$ cat src/rtl/round_robin_arbiter_8.sv
// Eight-way round-robin arbiter with registered one-hot grant,
// hold-while-requesting, forced release after MAX_HOLD cycles and idle turnaround.
module round_robin_arbiter_8 #(
    parameter int unsigned MAX_HOLD = 16
) (
    input  logic       Clock,
    input  logic       Reset,
    input  logic       Enable,
    input  logic [7:0] Req,
    output logic [7:0] Grant,
    output logic [2:0] Grant_Index,
    output logic       Grant_Valid,
    output logic       Timeout
);

    typedef enum logic {
        IDLE = 1'b0,
        BUSY = 1'b1
    } state_t;

    localparam logic [7:0] HOLD_LIM = 8'(MAX_HOLD);
    localparam logic       HOLD_ON  = (MAX_HOLD != 0);

    state_t     state_q, state_d;
    logic [2:0] ptr_q, ptr_d;
    logic [7:0] hold_q, hold_d;
    logic [7:0] grant_q, grant_d;
    logic [2:0] idx_q, idx_d;
    logic       valid_q, valid_d;
    logic       timeout_q, timeout_d;

    logic       win_found;
    logic [2:0] win_idx;

    // Circular search starting just after the last winner; the last
    // winner itself is checked last, so it only wins when alone.
    always_comb begin
        win_found = 1'b0;
        win_idx   = ptr_q;
        for (int k = 1; k <= 8; k++) begin
            logic [2:0] cand;
            cand = ptr_q + 3'(k);
            if (!win_found && Req[cand]) begin
                win_found = 1'b1;
                win_idx   = cand;
            end
        end
    end

    always_comb begin
        state_d   = state_q;
        ptr_d     = ptr_q;
        hold_d    = hold_q;
        grant_d   = grant_q;
        idx_d     = idx_q;
        valid_d   = valid_q;
        timeout_d = 1'b0;
        unique case (state_q)
            IDLE: begin
                if (Enable && win_found) begin
                    grant_d = 8'b1 << win_idx;
                    idx_d   = win_idx;
                    valid_d = 1'b1;
                    hold_d  = 8'd1;
                    state_d = BUSY;
                end
            end
            BUSY: begin
                if (!Enable || !Req[idx_q]) begin
                    grant_d = 8'h00;
                    valid_d = 1'b0;
                    ptr_d   = idx_q;
                    hold_d  = 8'd0;
                    state_d = IDLE;
                end else if (HOLD_ON && hold_q == HOLD_LIM) begin
                    grant_d   = 8'h00;
                    valid_d   = 1'b0;
                    ptr_d     = idx_q;
                    hold_d    = 8'd0;
                    timeout_d = 1'b1;
                    state_d   = IDLE;
                end else if (hold_q != 8'hFF) begin
                    hold_d = hold_q + 8'd1;
                end
            end
        endcase
    end

    always_ff @(posedge Clock) begin
        if (Reset) begin
            state_q   <= IDLE;
            ptr_q     <= 3'd7;
            hold_q    <= 8'd0;
            grant_q   <= 8'h00;
            idx_q     <= 3'd0;
            valid_q   <= 1'b0;
            timeout_q <= 1'b0;
        end else begin
            state_q   <= state_d;
            ptr_q     <= ptr_d;
            hold_q    <= hold_d;
            grant_q   <= grant_d;
            idx_q     <= idx_d;
            valid_q   <= valid_d;
            timeout_q <= timeout_d;
        end
    end

    assign Grant       = grant_q;
    assign Grant_Index = idx_q;
    assign Grant_Valid = valid_q;
    assign Timeout     = timeout_q;

endmodule

$ cat config.mk
export PLATFORM = sky130hd
export DESIGN_NAME = round_robin_arbiter_8
export DESIGN_NICKNAME = d
export VERILOG_FILES = /design/src/rtl/round_robin_arbiter_8.sv
export SDC_FILE = /design/constraint.sdc
export NUM_CORES = 1
export LEC_CHECK = 0
export CORE_UTILIZATION = 40
export CTS_BUF_LIST = sky130_fd_sc_hd__clkbuf_4 sky130_fd_sc_hd__clkbuf_8 sky130_fd_sc_hd__clkbuf_16
export DETAILED_ROUTE_END_ITERATION = 7
export PLACE_DENSITY = 0.69
export SETUP_SLACK_MARGIN = 0.02
export SLEW_MARGIN = 30
export SYNTH_ARGS = -nofsm -noshare
export SYNTH_HDL_FRONTEND = slang
export SYNTH_SLANG_ARGS = --single-unit
$ cat constraint.sdc
create_clock -name Clock -period 3.05 [get_ports Clock]
set_input_delay 0.305 -clock Clock [delete_from_list [all_inputs] [get_ports Clock]]
set_output_delay 0.305 -clock Clock [all_outputs]
set_load 0.02 [all_outputs]
==> results.yml <==
routing:
  drtAntennaViolNets: 0
  post-route-drc-count: 0
  wl_per_cell_um: 14.5
  via_per_inst: 5.57
  drt_iter0_drc: 90
  drtPass1Iterations: 4
  dr_total_vias: 1750
  wl_um: 4550
clock_tree:
  clk_pin_slew_ps: 90
  cts_buffers: 3
  numClockSinks: 25
  clock_path_buffers: 2
  h-tree-depth: 1
  post-cts-setup-buffers: 0
  clk_latency_ps: 270
  cts_tree: "yes"
  clock-root-buffer: "clkbuf_8"
sta:
  finalHoldViolations: 0
  worst_slew_pin_slew_ps: 561
  min_period_ps: 2800
  fmax_mhz: 357
  slew_headroom: 0.625
  fin_setup_tns_ps: 0
  fin_crit_sh: 0.917
  report.final.slew_viol_count: 0
  rsz0062_at_grt: "no"
  clock_skew_ps: 3.06
  holdWs_ps: 446
  setup_violations: 0
synthesis:
  synth_seq_cells: 25
  yosysTopAreaCell: "dfxtp_1"
  synth_cell_types: 51
  yosysWarnings: 0
  avgSynthCellArea_um2: 9.00
  synth_edf_count: 0
  synth.top_cell.area_share: 0.251
  syn_nets: 237
  synth-seq-area-share: 0.251
  synth_area_leaders: "dfxtp_1 25%, mux4_2 15%, nand2_1 4.9%"
  synth-main-ff-cell: "dfxtp_1"
  netlist_area_um2: 2000
  postSynth.asyncResetShare: 0
  postSynthCellCount: 222
layout:
  multiInputGateArea_um2: 1420
  finish.utilization: 0.498
  area_growth_pct: 18.5
  antenna_cells: 0
  fillers: 471
  final-seq-area_um2: 500
  design_area_um2: 2370
  drive_gt1_frac: 0.166
  nets: 263
power_and_ir_drop:
  power_leakage_nw: 0.870
  ir_worst_vdd_v: 0.000252
  power_density_nw_per_um2: 482
outcome:
  outcome: "finished clean"
setup_path:
  cp-start-kind: "flop"
  critPathTopFamily: "simple AND/OR/NAND/NOR gates"
  path_class: "reg -> reg"
  critical_path_buf_inv_count: 1
  crit_path_cell_trace: "inv_1 -> ha_2 -> mux4_2 -> or3b_1 -> nand4_1 -> nand4b_1 -> a211o_1 -> nand2_1 -> nor2_1 -> a22o_1"
  critPathMaxStageDelay_ps: 520
  cp_data_arrival_time_ps: 2960
  crit_path_end_kind: "flop"
  crit_required_ps: 3220
  slowest_stage: "mux4_2"
  critPathMaxFanout: 7
place:
  port_buffers: 23
  placed_area_um2: 2320
  gp_congestion: 0.825
  dp_hpwl_um: 3490
global_route:
  grt_pass1_vias: 1603
  grt_max_degree: 18
  antenna_found_initial: 0
  grt_pass1_wl_um: 7640
  grt-ovfl-total: 0
  grtUsageTotal: 0.182
job:
  drv_cap: 0
floorplan:
  start_util: 0.420
  fp.dieW_um: 72.7
  row_count: 25
  die_h_um: 72.7
  ios: 24
  core_area_um2: 4750
  die_area_um2: 5280
hold_path:
  hp-class: "reg -> reg"
[repair_timing]
item                       4_1_cts  5_1_grt
gates resized for setup          0        2
hold buffers                     0        0
setup endpoints to repair        0       14
[stage by stage]
step	total power, mW	instances	setup slack (ps)
after floorplan	0.794	222	35.2
after global placement	0.942	310	193
after detailed placement	0.946	310	117
after CTS	1.14	314	138
after global routing	1.21	314	37.0
final	1.14	314	252
[power by group]
part / internal (mW) / total (mW) / switching (mW)
Clock: 0.0914 / 0.198 / 0.106
Sequential: 0.353 / 0.381 / 0.0282
Combinational: 0.256 / 0.561 / 0.305
Total: 0.700 / 1.14 / 0.440
[metal layers]
metal / track usage / wire length, µm / share of wire / vias up
met5: 0 / 0 / 0 / -
met1: 0.270 / 2280 / 0.50 / 834
met2: 0.276 / 2050 / 0.45 / 34
met3: 0.0414 / 186 / 0.041 / 4
met4: 0.0240 / 31 / 0.0068 / 0
li1: - / - / - / 878
[cell usage in the layout, fill, tap and decap left out, drive strengths merged, types with 6 or more instances in the layout]
cell type / count
nor3: 6
a21oi: 16
mux4: 13
o21ai: 7
nand3: 6
nor2: 22
inv: 10
mux2i: 10
clkdlybuf4s50: 23
dfxtp: 25
a22o: 6
buf: 6
nand2: 28
[state kept, by name, summed over array words and instances, names as in the netlist]
| register | cells |
|---|---|
| Grant | 8 |
| hold_q | 8 |
| Grant_Index | 3 |
| ptr_q | 3 |
| Grant_Valid | 1 |
| Timeout | 1 |
| state_q | 1 |
[area by class of cell]
class,count,share of cell area
clock buffer,3,0.0174
clock inverter,1,0.00211
inverter,10,0.0159
multi-input combinational,179,0.601
sequential,25,0.211
tap,67,0.0354
timing repair buffer,29,0.116
[cells by family after synthesis]
family          after synthesis  share of synthesized area
xor+xnor                      8                     0.0388
fa+ha+maj                     4                     0.0251
buf+inv                      18                     0.0388
mux                          27                      0.232
compound gates               53                      0.197
flops                        25                      0.251
simple gates                 87                      0.218
[synthesized netlist by cell type, types with 5 or more instances]
cell type   n
o21ai_1     5
nor3_1      6
inv_1       9
dfxtp_1    25
nand2b_1    5
mux4_2     13
a21oi_1    13
a22o_1      6
nand3_1     6
buf_2       5
nand2_1    26
nor2_1     21
mux2i_1     8
[final timing paths]
kind / depth (start not counted) / slack (ps) / end / from
setup / recovery: 10 / 250 / Grant[1] / ptr_q[0]
setup reg to reg: 10 / 250 / Grant[1] / ptr_q[0]
hold reg to reg: 2 / 450 / Grant[7] / Grant[7]
hold / removal: 2 / 450 / Grant[7] / Grant[7]
[tightest hold or removal path, delay by kind of cell, from the launching register on]
kind	cells	cell delay, ps
AOI/OAI and AO/OA	1	50
DFF	1	320
and+or+nand+nor	1	50
No activity file was read; power rests on OpenSTA's default activity.
